File: src/rtl/pipeline_hazard_ctrl_pkg.sv
// Shared types and defaults for the pipeline hazard controller slice.
package pipeline_ctrl_pkg;

   localparam int REG_ADDR_W_DEF = 4;
   localparam int STALL_CNT_W    = 16;
   localparam int FLUSH_CNT_W    = 8;

   typedef enum logic [1:0] {
      RUN      = 2'd0,
      MEM_WAIT = 2'd1,
      FLUSH    = 2'd2
   } hz_state_e;

   typedef struct packed {
      logic pc_stall;
      logic if_id_stall;
      logic id_ex_stall;
      logic if_id_flush;
      logic id_ex_bubble;
   } hz_ctrl_t;

endpackage

File: src/rtl/pipeline_hazard_ctrl_if.sv
// Hazard-controller bus: pipeline status towards the controller, stall/flush controls and counters back.
interface pipeline_hazard_ctrl_if
   import pipeline_ctrl_pkg::*;
#(
   parameter int REG_ADDR_W = REG_ADDR_W_DEF
);
   logic [REG_ADDR_W-1:0]  id_rn;
   logic [REG_ADDR_W-1:0]  id_rm;
   logic                   id_uses_rn;
   logic                   id_uses_rm;
   logic [REG_ADDR_W-1:0]  ex_rd;
   logic                   ex_reg_write_enable;
   logic                   ex_mem_to_reg_select;
   logic                   branch_taken;
   logic                   mem_busy;
   logic                   pc_stall;
   logic                   if_id_stall;
   logic                   id_ex_stall;
   logic                   if_id_flush;
   logic                   id_ex_bubble;
   logic                   mem_timeout;
   logic [STALL_CNT_W-1:0] stall_cycles;
   logic [FLUSH_CNT_W-1:0] flush_count;

   modport master (
      output id_rn, id_rm, id_uses_rn, id_uses_rm, ex_rd,
             ex_reg_write_enable, ex_mem_to_reg_select, branch_taken, mem_busy,
      input  pc_stall, if_id_stall, id_ex_stall, if_id_flush, id_ex_bubble,
             mem_timeout, stall_cycles, flush_count
   );

   modport slave (
      input  id_rn, id_rm, id_uses_rn, id_uses_rm, ex_rd,
             ex_reg_write_enable, ex_mem_to_reg_select, branch_taken, mem_busy,
      output pc_stall, if_id_stall, id_ex_stall, if_id_flush, id_ex_bubble,
             mem_timeout, stall_cycles, flush_count
   );

endinterface

File: src/rtl/pipeline_hazard_ctrl_load_use.sv
// Load-use detector: a load in EX whose destination feeds a live source operand in ID.
module load_use_detect
   import pipeline_ctrl_pkg::*;
#(
   parameter int REG_ADDR_W = REG_ADDR_W_DEF
) (
   input  logic [REG_ADDR_W-1:0] id_rn,
   input  logic [REG_ADDR_W-1:0] id_rm,
   input  logic                  id_uses_rn,
   input  logic                  id_uses_rm,
   input  logic [REG_ADDR_W-1:0] ex_rd,
   input  logic                  ex_reg_write_enable,
   input  logic                  ex_mem_to_reg_select,
   output logic                  load_use
);

   assign load_use = ex_mem_to_reg_select & ex_reg_write_enable &
                     ((id_uses_rn & (id_rn == ex_rd)) | (id_uses_rm & (id_rm == ex_rd)));

endmodule

File: src/rtl/pipeline_hazard_ctrl.sv
// Pipeline hazard controller: stall/flush sequencing for memory waits, taken branches and load-use,
// plus a sticky memory-timeout flag and saturating performance counters.
module pipeline_hazard_ctrl
   import pipeline_ctrl_pkg::*;
#(
   parameter int MAX_WAIT   = 16,
   parameter int REG_ADDR_W = REG_ADDR_W_DEF
) (
   input logic             clk,
   input logic             reset,
   pipeline_hazard_ctrl_if.slave hz
);

   localparam int WAIT_W = $clog2(MAX_WAIT + 1);

   hz_state_e              state_r;
   hz_state_e              next_state_s;
   hz_ctrl_t               ctrl_s;
   hz_ctrl_t               ctrl_out_s;
   logic                   load_use_s;
   logic [WAIT_W-1:0]      wait_cnt_r;
   logic                   mem_timeout_r;
   logic [STALL_CNT_W-1:0] stall_cycles_r;
   logic [FLUSH_CNT_W-1:0] flush_count_r;

   load_use_detect #(.REG_ADDR_W(REG_ADDR_W)) u_load_use (
      .id_rn                (hz.id_rn),
      .id_rm                (hz.id_rm),
      .id_uses_rn           (hz.id_uses_rn),
      .id_uses_rm           (hz.id_uses_rm),
      .ex_rd                (hz.ex_rd),
      .ex_reg_write_enable  (hz.ex_reg_write_enable),
      .ex_mem_to_reg_select (hz.ex_mem_to_reg_select),
      .load_use             (load_use_s)
   );

   // Next-state and control decode; MEM_WAIT without mem_busy is indistinguishable from RUN.
   always_comb begin
      ctrl_s       = '0;
      next_state_s = state_r;
      case (state_r)
         RUN, MEM_WAIT: begin
            if (hz.mem_busy) begin
               ctrl_s.pc_stall    = 1'b1;
               ctrl_s.if_id_stall = 1'b1;
               ctrl_s.id_ex_stall = 1'b1;
               next_state_s       = MEM_WAIT;
            end else if (hz.branch_taken) begin
               ctrl_s.if_id_flush  = 1'b1;
               ctrl_s.id_ex_bubble = 1'b1;
               next_state_s        = FLUSH;
            end else if (load_use_s) begin
               ctrl_s.pc_stall     = 1'b1;
               ctrl_s.if_id_stall  = 1'b1;
               ctrl_s.id_ex_bubble = 1'b1;
               next_state_s        = RUN;
            end else begin
               next_state_s = RUN;
            end
         end
         FLUSH: begin
            if (hz.mem_busy) begin
               ctrl_s.pc_stall    = 1'b1;
               ctrl_s.if_id_stall = 1'b1;
               ctrl_s.id_ex_stall = 1'b1;
               next_state_s       = FLUSH;
            end else begin
               ctrl_s.id_ex_bubble = 1'b1;
               next_state_s        = RUN;
            end
         end
         default: begin
            next_state_s = RUN;
         end
      endcase
   end

   // Controls are forced quiet while reset is held, whatever the inputs do.
   assign ctrl_out_s = reset ? ctrl_s : '0;

   // FSM state register.
   always_ff @(posedge clk or negedge reset) begin
      if (!reset) begin
         state_r <= RUN;
      end else begin
         state_r <= next_state_s;
      end
   end

   // Busy-run counter (saturates at MAX_WAIT) and sticky timeout set when the run reaches MAX_WAIT.
   always_ff @(posedge clk or negedge reset) begin
      if (!reset) begin
         wait_cnt_r    <= '0;
         mem_timeout_r <= 1'b0;
      end else if (hz.mem_busy) begin
         if (wait_cnt_r != WAIT_W'(MAX_WAIT)) begin
            wait_cnt_r <= wait_cnt_r + WAIT_W'(1);
         end else begin
            wait_cnt_r <= wait_cnt_r;
         end
         if (wait_cnt_r >= WAIT_W'(MAX_WAIT - 1)) begin
            mem_timeout_r <= 1'b1;
         end else begin
            mem_timeout_r <= mem_timeout_r;
         end
      end else begin
         wait_cnt_r    <= '0;
         mem_timeout_r <= mem_timeout_r;
      end
   end

   // Saturating performance counters.
   always_ff @(posedge clk or negedge reset) begin
      if (!reset) begin
         stall_cycles_r <= '0;
         flush_count_r  <= '0;
      end else begin
         if (ctrl_out_s.pc_stall && (stall_cycles_r != 16'hFFFF)) begin
            stall_cycles_r <= stall_cycles_r + 16'd1;
         end else begin
            stall_cycles_r <= stall_cycles_r;
         end
         if (ctrl_out_s.if_id_flush && (flush_count_r != 8'hFF)) begin
            flush_count_r <= flush_count_r + 8'd1;
         end else begin
            flush_count_r <= flush_count_r;
         end
      end
   end

   assign hz.pc_stall     = ctrl_out_s.pc_stall;
   assign hz.if_id_stall  = ctrl_out_s.if_id_stall;
   assign hz.id_ex_stall  = ctrl_out_s.id_ex_stall;
   assign hz.if_id_flush  = ctrl_out_s.if_id_flush;
   assign hz.id_ex_bubble = ctrl_out_s.id_ex_bubble;
   assign hz.mem_timeout  = mem_timeout_r;
   assign hz.stall_cycles = stall_cycles_r;
   assign hz.flush_count  = flush_count_r;

endmodule

File: src/flat_wrapper.sv
// flat-port wrapper written by rule: the top's interface ports become plain ports
module pipeline_hazard_ctrl_flat import pipeline_ctrl_pkg::*;
#(
   parameter int MAX_WAIT   = 16,
   parameter int REG_ADDR_W = REG_ADDR_W_DEF
)
  (clk, reset, hz_id_rn, hz_id_rm, hz_id_uses_rn, hz_id_uses_rm, hz_ex_rd, hz_ex_reg_write_enable, hz_ex_mem_to_reg_select, hz_branch_taken, hz_mem_busy, hz_pc_stall, hz_if_id_stall, hz_id_ex_stall, hz_if_id_flush, hz_id_ex_bubble, hz_mem_timeout, hz_stall_cycles, hz_flush_count);
  pipeline_hazard_ctrl_if #(.REG_ADDR_W(REG_ADDR_W)) hz_i ();
  input logic clk;
  input logic reset;
  input wire logic [$bits(hz_i.id_rn)-1:0] hz_id_rn;
  input wire logic [$bits(hz_i.id_rm)-1:0] hz_id_rm;
  input wire logic [$bits(hz_i.id_uses_rn)-1:0] hz_id_uses_rn;
  input wire logic [$bits(hz_i.id_uses_rm)-1:0] hz_id_uses_rm;
  input wire logic [$bits(hz_i.ex_rd)-1:0] hz_ex_rd;
  input wire logic [$bits(hz_i.ex_reg_write_enable)-1:0] hz_ex_reg_write_enable;
  input wire logic [$bits(hz_i.ex_mem_to_reg_select)-1:0] hz_ex_mem_to_reg_select;
  input wire logic [$bits(hz_i.branch_taken)-1:0] hz_branch_taken;
  input wire logic [$bits(hz_i.mem_busy)-1:0] hz_mem_busy;
  output wire logic [$bits(hz_i.pc_stall)-1:0] hz_pc_stall;
  output wire logic [$bits(hz_i.if_id_stall)-1:0] hz_if_id_stall;
  output wire logic [$bits(hz_i.id_ex_stall)-1:0] hz_id_ex_stall;
  output wire logic [$bits(hz_i.if_id_flush)-1:0] hz_if_id_flush;
  output wire logic [$bits(hz_i.id_ex_bubble)-1:0] hz_id_ex_bubble;
  output wire logic [$bits(hz_i.mem_timeout)-1:0] hz_mem_timeout;
  output wire logic [$bits(hz_i.stall_cycles)-1:0] hz_stall_cycles;
  output wire logic [$bits(hz_i.flush_count)-1:0] hz_flush_count;
  assign hz_i.id_rn = hz_id_rn;
  assign hz_i.id_rm = hz_id_rm;
  assign hz_i.id_uses_rn = hz_id_uses_rn;
  assign hz_i.id_uses_rm = hz_id_uses_rm;
  assign hz_i.ex_rd = hz_ex_rd;
  assign hz_i.ex_reg_write_enable = hz_ex_reg_write_enable;
  assign hz_i.ex_mem_to_reg_select = hz_ex_mem_to_reg_select;
  assign hz_i.branch_taken = hz_branch_taken;
  assign hz_i.mem_busy = hz_mem_busy;
  assign hz_pc_stall = hz_i.pc_stall;
  assign hz_if_id_stall = hz_i.if_id_stall;
  assign hz_id_ex_stall = hz_i.id_ex_stall;
  assign hz_if_id_flush = hz_i.if_id_flush;
  assign hz_id_ex_bubble = hz_i.id_ex_bubble;
  assign hz_mem_timeout = hz_i.mem_timeout;
  assign hz_stall_cycles = hz_i.stall_cycles;
  assign hz_flush_count = hz_i.flush_count;
  pipeline_hazard_ctrl #(.MAX_WAIT(MAX_WAIT), .REG_ADDR_W(REG_ADDR_W)) u_core (.clk(clk), .reset(reset), .hz(hz_i));
endmodule
File: config.mk
export PLATFORM = sky130hd
export DESIGN_NAME = pipeline_hazard_ctrl_flat
export DESIGN_NICKNAME = d
export VERILOG_FILES = /design/src/rtl/pipeline_hazard_ctrl_pkg.sv /design/src/rtl/pipeline_hazard_ctrl_if.sv /design/src/rtl/pipeline_hazard_ctrl_load_use.sv /design/src/rtl/pipeline_hazard_ctrl.sv /design/src/flat_wrapper.sv
export SDC_FILE = /design/constraint.sdc
export NUM_CORES = 1
export LEC_CHECK = 0
export ABC_AREA = 1
export BUFFER_PORTS_ARGS = -buffer_cell sky130_fd_sc_hd__buf_2
export CAP_MARGIN = 20
export CORE_ASPECT_RATIO = 0.5
export CORE_MARGIN = 4
export CORE_UTILIZATION = 31
export DETAILED_ROUTE_END_ITERATION = 7
export GPL_ROUTABILITY_DRIVEN = 0
export SLEW_MARGIN = 0
export SYNTH_ARGS = -nofsm -noshare
export SYNTH_HDL_FRONTEND = slang
export SYNTH_SLANG_ARGS = --single-unit
File: constraint.sdc
create_clock -name clk -period 4.5 [get_ports clk]
set_input_delay 0.225 -clock clk [delete_from_list [all_inputs] [get_ports clk]]
set_output_delay 0.225 -clock clk [all_outputs]
set_load 0.05 [all_outputs]
# Yosys cells after proc, flatten, opt, wreduce, memory -nomap -nowiden
# Index checks and enable logic that the tools add are counted.
# totals
regBits	32
inputBits	20
output_inout_bits	30
word_cells	47
# op_classes
n_mux	20
order_cmp	1
n_reduce_logical	5
bitwise_logic	5
n_addsub	3
eq_ne	8
# ops
operator	count
adder 16 x 1 -> 16 bit, second input constant	1
!= test 16 bit, second input constant	1
2-to-1 mux 5 bit	3
2-to-1 mux 2 bit	7
adder 8 x 1 -> 8 bit, second input constant	1
equality test 4 bit	2
!= test 8 bit, second input constant	1
2-to-1 mux 1 bit	6
one-hot mux 3 bit (2 select lines)	1
adder 5 x 1 -> 5 bit, second input constant	1
>= comparator 5 x 4 -> 1 bit, second input constant	1
!= test 5 bit, second input constant	1
bitwise AND 1 bit	4
one-hot mux 2 bit (2 select lines)	1
2-to-1 mux 3 bit	1
equality test 2 x 1 -> 1 bit, second input constant	1
equality test 2 bit, second input constant	1
logical AND 1 bit	2
logical NOT 2 bit	1
!= test 2 x 1 -> 1 bit, second input constant	1
one-hot mux 1 bit (2 select lines)	1
AND reduction 2 bit	1
OR reduction 2 bit	1
OR 1 bit	1

# Depth between registers and ports, before layout
# Gate-level depths: netlist (run 1).
# depth
depth_word	10
depth_mapped	12
ltp_nobuf	11

# Modules after synthesis
# Synthesis (run 1) repeated with hierarchy kept, for this count alone.
# unflattened
hier_cells	280
hier_area_um2	1986.9
# modules_own_cells
mod	area_each_um2	n_inst	seq_area_each_um2	cells_each
pipeline_hazard_ctrl	1838.0	1	800.8	246
load_use_detect	148.9	1	0.0	34

# Least setup slack after synthesis (run 1)
# Ideal clock, no wire load.
# synth_timing
path_type	flip-flop to flip-flop
startpoint	reg u_core.state_r[1]
endpoint	reg u_core.flush_count_r[5] (netlist: u_core.hz.flush_count[5])
path_stages_with_launch	9
slack_ns	2.279
setup_time_ns	0.120
period_less_slack_ns	2.221
n_path_buf	0
required_time_ns	4.380
arrival_time_ns	2.101
path_cell_list	dfrtp_1 > inv_1 > nand3_1 > nor2_1 > o21ai_1 > nor3_1 > nand2_1 > nand2_1 > nand2_1
# synth_via
elab_chain_len	5
word_cells_on_any_way	6
cone_classes	1 x eq/ne; 2 x mux; 3 x reduce/logical
# synth_rtl
item	line	rtl
start: declaration	pipeline_hazard_ctrl.sv:16	hz_state_e state_r;
start signal: assignment	pipeline_hazard_ctrl.sv:86	state_r <= next_state_s;
equality test 2 x 1 -> 1 bit / logical NOT 2 bit (equally long branches)	pipeline_hazard_ctrl.sv:41	case (state_r)
OR reduction 2 bit *	pipeline_hazard_ctrl.sv:41	
2-to-1 mux 1 bit *	pipeline_hazard_ctrl.sv:41	
2-to-1 mux 5 bit *	pipeline_hazard_ctrl.sv:79	assign ctrl_out_s = reset ? ctrl_s : '0;
named net hz_if_id_flush	flat_wrapper.sv:23	output wire logic [$bits(hz_i.if_id_flush)-1:0] hz_if_id_flush;
logical AND 1 bit *	pipeline_hazard_ctrl.sv:123	if (ctrl_out_s.if_id_flush && (flush_count_r != 8'hFF)) begin
end signal: assignment	pipeline_hazard_ctrl.sv:124	flush_count_r <= flush_count_r + 8'd1;
end signal: assignment	pipeline_hazard_ctrl.sv:126	flush_count_r <= flush_count_r;
end: declaration	pipeline_hazard_ctrl.sv:24	logic [FLUSH_CNT_W-1:0] flush_count_r;
# Mark *: on every way through the listed nets, which the timed path passes. The rest lies on a longest branch.
# A chain may end at the register's enable or synchronous reset.

# Worst setup path after layout (run 1)
# layout_timing
startpoint	in reset
endpoint	out hz_if_id_stall
# layout_via
elab_chain_len	1
# layout_rtl
item	line	rtl
start: declaration	flat_wrapper.sv:10	input logic reset;
2-to-1 mux 5 bit	pipeline_hazard_ctrl.sv:79	
end: declaration	flat_wrapper.sv:21	output wire logic [$bits(hz_i.if_id_stall)-1:0] hz_if_id_stall;
# No other way between the ends.

==> results.cfg, run 1 <==
[setup_path]
r2r-start = u_core.hz.stall_cycles[0]
worstSetupStartpointType = input port
worst_ep_arrival_time_ns = 2.14
crit_type = in -> out
cpPeakStageDelay_ns = 0.57
startpoint = reset
critPathBufInv = 3
worst_ep_required_time_ns = 4.28
path_cells = buf_2 -> inv_1 -> nor3_1 -> nand3_1 -> nand2_1 -> buf_2
cp_max_fo = 35
cpMostUsedCell = buf_2
cp-end-kind = primary output
cp_top_family = buffers and inverters
slowest_stage = buf_2

[sta]
setup_viol = 0
setup_tns_ns = 0
max_clock_freq_ghz = 0.4228
finClkSkew_ns = 0.006011
hold_slack_ns = 0.01322
tightest_slew_ns = 0.7394
hold_viol_final = 0
layout_min_cycle_time_ns = 2.365
slew_headroom = 0.5071
worst_slack_ns = 2.135
rsz0062_at_grt = no
drv_slew = 0
fin_crit_sh = 0.5256

[synthesis]
async_flop_share = 1.000
synth_edf_count = 0
synth.avg_cell_area_um2 = 7.596
syn_area_mm2 = 0.001929
ys_seq_elements = 32
synth_cells = 254
yosysSeqAreaShare = 0.4150
synthTopCellsByArea = dfrtp_1, nand2_1, nand3_1, inv_1, xor2_1
yosysMostFrequentCell = nand2_1
yosys_warnings = 0
synthDistinctLibCells = 24
yosysTopAreaCell = dfrtp_1
syn_nets = 279
synthTopCellsByCount = nand2_1, dfrtp_1, inv_1, nand3_1, nor2_1
synth_ff_type = dfrtp_1
netlist.area_leader.share = 0.4150

[flow_run]
cap_violations = 0

[drt]
drt_first_pass_iters = 4
via_per_inst = 4.368
drtIter0Drc = 69
route.detailed.drc = 0
routed_wl_mm = 4.259
ant_nets = 0
routedWlPerCell_um = 10.89
vias = 1708

[grt]
grt_pass1_vias = 1648
grt.overflow.total = 0
track_usage = 0.1215
grt_max_degree = 36
antenna_found_initial = 0
grt_pass1_wl_mm = 7.672

[final_layout]
regArea_um2 = 800.8
drive_gt1_frac = 0.1987
nets = 331
num-fill-cells = 607
area_growth_pct = 24.45
multi_input_area_um2 = 979.7
diodes = 0

[clock_tree]
clockBufferDepth = 2
clk_pin_slew_worst_paths_ns = 0.05
clk_latency_ns = 0.27
clock-sinks = 32
cts_root_buf = clkbuf_16
cts_setup_buffers = 0
tritoncts = done
ctsHoldBuffers = 0
cts_buffers = 5
ctsResizeCount = 0
cts-htree-levels = 2

[pwr]
p_per_area_mw_per_mm2 = 425.3
peakVddDrop_uv = 182.3
intPower_w = 0.0006301
comb_power_share = 0.301
power.net_switching_w = 0.0003912
clkPwrFrac = 0.328
power_frac_seq = 0.370
p_sw_frac = 0.3830
p_leak_nw = 1.323

[floorplanning]
die_h_um = 63.79
ioPinCount = 50
std_cell_rows = 19
die-area_mm2 = 0.007627
die_x_um = 119.6
initial_utilization = 0.3354
core_mm2 = 0.005753

[place]
port_buffers = 49
place_ws_ns = 2.095
dp_hpwl_mm = 3.290

[run_status]
status = finished clean

[worst_hold_path]
hold_class = in -> async
[area by class of cell]
class / instances / area share
Inverter: 32 / 0.05003
Clock buffer: 7 / 0.05941
Multi-Input combinational cell: 186 / 0.4080
Tap cell: 84 / 0.04377
Sequential cell: 32 / 0.3335
Clock inverter: 1 / 0.003127
Timing Repair Buffer: 49 / 0.1021
[cell usage in the layout (no fill, tap or decap), drive strengths merged]
| master | netlist | final |
|---|---|---|
| buf | 4 | 49 |
| o21ai | 6 | 6 |
| clkbuf | 0 | 7 |
| inv | 32 | 32 |
| nand3b | 1 | 1 |
| o31ai | 1 | 1 |
| xnor2 | 9 | 9 |
| nor3 | 9 | 9 |
| ha | 5 | 5 |
| nand4 | 3 | 3 |
| a21oi | 5 | 5 |
| o21bai | 1 | 1 |
| nand2 | 76 | 76 |
| nor2 | 25 | 25 |
| clkinvlp | 0 | 1 |
| dfrtp | 32 | 32 |
| nor4b | 1 | 1 |
| xor2 | 12 | 12 |
| nand3 | 31 | 31 |
| mux2 | 1 | 1 |
[stage by stage]
step                 power, W    util  std cells  instance area (um2)
detailed placement  0.0006946  0.3913        383                 2251
global route         0.001081  0.4174        391                 2401
floorplan           0.0006098       -        254                 1929
CTS                  0.001035  0.4174        391                 2401
finish               0.001021  0.4174        391                 2401
global placement    0.0006849  0.3913        383                 2251
[layer usage]
metal  GRT usage  part of all wire  vias to the layer above
li1            -                 -                      906
met1      0.1601              0.49                      763
met2      0.1980              0.45                       33
met3     0.02907             0.043                        6
met4     0.04280             0.015                        0
met5           0                 0                        -
[final timing paths]
path	depth (start not counted)	endpoint	slack, ns
max reg2reg	7	u_core.hz.stall_cycles[5]	2.46
max in group asynchronous	1	u_core.hz.stall_cycles[7]	4.01
min	1	u_core.hz.stall_cycles[1]	0.01
max	6	hz_if_id_stall	2.13
min in group clk	3	u_core.wait_cnt_r[3]	0.24
min reg2reg	1	u_core.state_r[1]	0.46
[cells by family after synthesis]
family                     synth area share
and+or+nand+nor                      0.3379
buffers and inverters               0.07717
DFF                                  0.4150
xor gates and xnor gates            0.09533
AOI/OAI and AO/OA                   0.03631
adders and majority gates           0.03243
muxes                              0.005836
[sequential cells by signal, indices dropped and copies added (netlist names)]
register / cells
u_core.state_r: 2
u_core.hz.flush_count: 8
u_core.wait_cnt_r: 5
u_core.hz.stall_cycles: 16
u_core.hz.mem_timeout: 1
[power by group through the flow]
| stage | clock [W] | combinational [W] | sequential, W |
|---|---|---|---|
| floorplan | 0 | 0.000102 | 0.000508 |
| global placement | 0 | 0.000305 | 0.000380 |
| detailed placement | 0 | 0.000312 | 0.000383 |
| CTS | 0.000343 | 0.000313 | 0.000379 |
| global route | 0.000360 | 0.000334 | 0.000387 |
| finish | 0.000335 | 0.000308 | 0.000378 |
Power figures use the tool's default switching activity.
==> run 2, diff against run 1 <==
==> constraint.sdc (replaced) <==
create_clock -name clk -period 2 [get_ports clk]
set_input_delay 0.1 -clock clk [delete_from_list [all_inputs] [get_ports clk]]
set_output_delay 0.1 -clock clk [all_outputs]
set_load 0.05 [all_outputs]
==> run 2 against run 1 <==
Effect of this change: final cell count grew 1.5%; first-iteration DRC count down 25%; clock power grew 130%; sequential cell count unchanged; total power up 130%; final area up 3.6%; count of clock-buffer cells in the layout stayed put; utilization up 1.5 points; critical endpoint is now u_core.hz.stall_cycles[0].
==> results.cfg, run 2 (synthesis gave the netlist of run 1 again) <==
[drt]
vias = 1786
via_per_inst = 4.499
top_layer = met4
routed_wl_mm = 4.542
wl_met3_um = 233
route.detailed.drc = 0
ant_nets = 0
drtIter0Drc = 52
wl_met2_mm = 2.037
wl_met1_mm = 2.213
routedWlPerCell_um = 11.44
drt_first_pass_iters = 4

[setup_path]
startpoint = u_core.hz.stall_cycles[0]
crit_type = reg -> reg
r2r-start = u_core.hz.stall_cycles[0]
cpPeakStageDelay_ns = 0.39
r2r-end = u_core.hz.stall_cycles[0]
path_cells = ha_1 -> nand3_1 -> nor4b_4 -> nand4_4 -> buf_12 -> nand2_8 -> nand2_1 -> nand2_1
slowest_stage = dfrtp_2
worst_ep_required_time_ns = 2.21
cp_max_fo = 15
cp-end-kind = register
cp_top_family = simple AND/OR/NAND/NOR gates
cpMostUsedCell = nand2_1
worst_r2r_path_depth = 8
worst_ep_arrival_time_ns = 2.01
critPathBufInv = 1
rrSetupSlack_ns = 0.20
worstSetupStartpointType = register

[grt]
grt_pass1_vias = 1687
antenna_found_initial = 0
track_usage = 0.1220
grt_pass1_wl_mm = 7.797
grt_max_degree = 20
grt.overflow.total = 0

[worst_hold_path]
hold_class = in -> reg
hp-start = hz_mem_busy
whs_path_depth = 3
min_to = u_core.wait_cnt_r[3]

[final_layout]
regArea_um2 = 803.3
num-fill-cells = 594
largest_reg_flops = 16
multi_input_area_um2 = 993.5
nets = 338
drive_gt1_frac = 0.2268
fin_cells = 397
area_growth_pct = 28.92
mostFrequentLayoutCell = nand2_1
diodes = 0
final_cell_mix = nand2_1, buf_2, nand3_1, inv_1, dfrtp_1

[clock_tree]
cts_buffers = 5
cts-htree-levels = 2
clk_pin_slew_worst_paths_ns = 0.05
clockBufferDepth = 2
tritoncts = done
clock-sinks = 32
clk_latency_ns = 0.27
cts_root_buf = clkbuf_16

[sta]
rsz0062_at_grt = no
layout_min_cycle_time_ns = 1.802
max_clock_freq_ghz = 0.5549
slew_headroom = 0.6634
hold_viol_final = 0
setup_tns_ns = 0
setup_viol = 0
finClkSkew_ns = 0.003767
hold_slack_ns = 0.1170
drv_slew = 0
fin_crit_sh = 0.9010
tightest_slew_ns = 0.5015

[place]
port_buffers = 49
placed_cells = 387
dp_hpwl_mm = 3.444

[pwr]
p_leak_nw = 1.368
p_per_area_mw_per_mm2 = 940.3
peakVddDrop_uv = 432.1

[floorplanning]
ioPinCount = 50
initial_utilization = 0.3354
die-area_mm2 = 0.007627
core_mm2 = 0.005753
die_x_um = 119.6
std_cell_rows = 19
die_h_um = 63.79

[flow_run]
cap_violations = 0

[run_status]
status = finished clean
-- run 2: where the power goes --
group	internal (W)	total [W]	switching [W]	leakage, nW
clock	0.000522	0.000785	0.000264	0.0760
sequential	0.000744	0.000852	0.000108	0.423
combinational	0.000188	0.000701	0.000513	0.869
-- run 2: worst register-to-register path: cells and delay by family, from the launching register on --
family / cells / cell delay (ns)
buf+inv: 1 / 0.17
flops: 1 / 0.39
fa+ha+maj: 1 / 0.22
simple gates: 6 / 0.96
-- run 2: final cells by class --
| type | instances | share of cell area |
|---|---|---|
| inverter | 32 | 0.04829 |
| sequential | 32 | 0.3229 |
| tap | 84 | 0.04225 |
| clock buffer | 7 | 0.06137 |
| timing repair buffer | 56 | 0.1258 |
| multi-input combinational | 186 | 0.3994 |
-- run 2: repair_timing --
| item | CTS | global route |
|---|---|---|
| endpoints found under the setup margin | 0 | 17 |
| buffers inserted | 0 | 2 |
| hold buffers | 1 | 0 |
| resized for setup | 0 | 2 |
| endpoints found under the hold margin | 32 | 0 |
-- run 2: per-stage QoR --
stage	setup slack [ns]	utilization	area, um2	total power [W]
6_report	0.1980	0.4324	2487	0.002339
4_1_cts	0.02731	0.4256	2449	0.002360
3_5_place_dp	0.03839	0.3973	2286	0.001569
5_1_grt	0.06066	0.4324	2487	0.002457
3_3_place_gp	0.1125	0.3973	2286	0.001557
2_1_floorplan	0.03766	-	1934	0.001376
-- run 2: layer usage --
layer | up-vias | global-route usage
met5 | - | 0
met4 | 0 | 0.02996
met3 | 7 | 0.03436
met2 | 44 | 0.2093
met1 | 810 | 0.1545
li1 | 925 | -
-- run 2: worst max-delay path by stage --
stage	endpoint	slack, ns	cells after the start
final	u_core.hz.stall_cycles[0]	0.20	8
after CTS	u_core.hz.stall_cycles[0]	0.03	7
after detailed placement	u_core.hz.stall_cycles[0]	0.04	7
after floorplan	u_core.hz.stall_cycles[11]	0.04	7
after global routing	u_core.hz.stall_cycles[7]	0.06	8
after global placement	u_core.hz.stall_cycles[7]	0.11	7
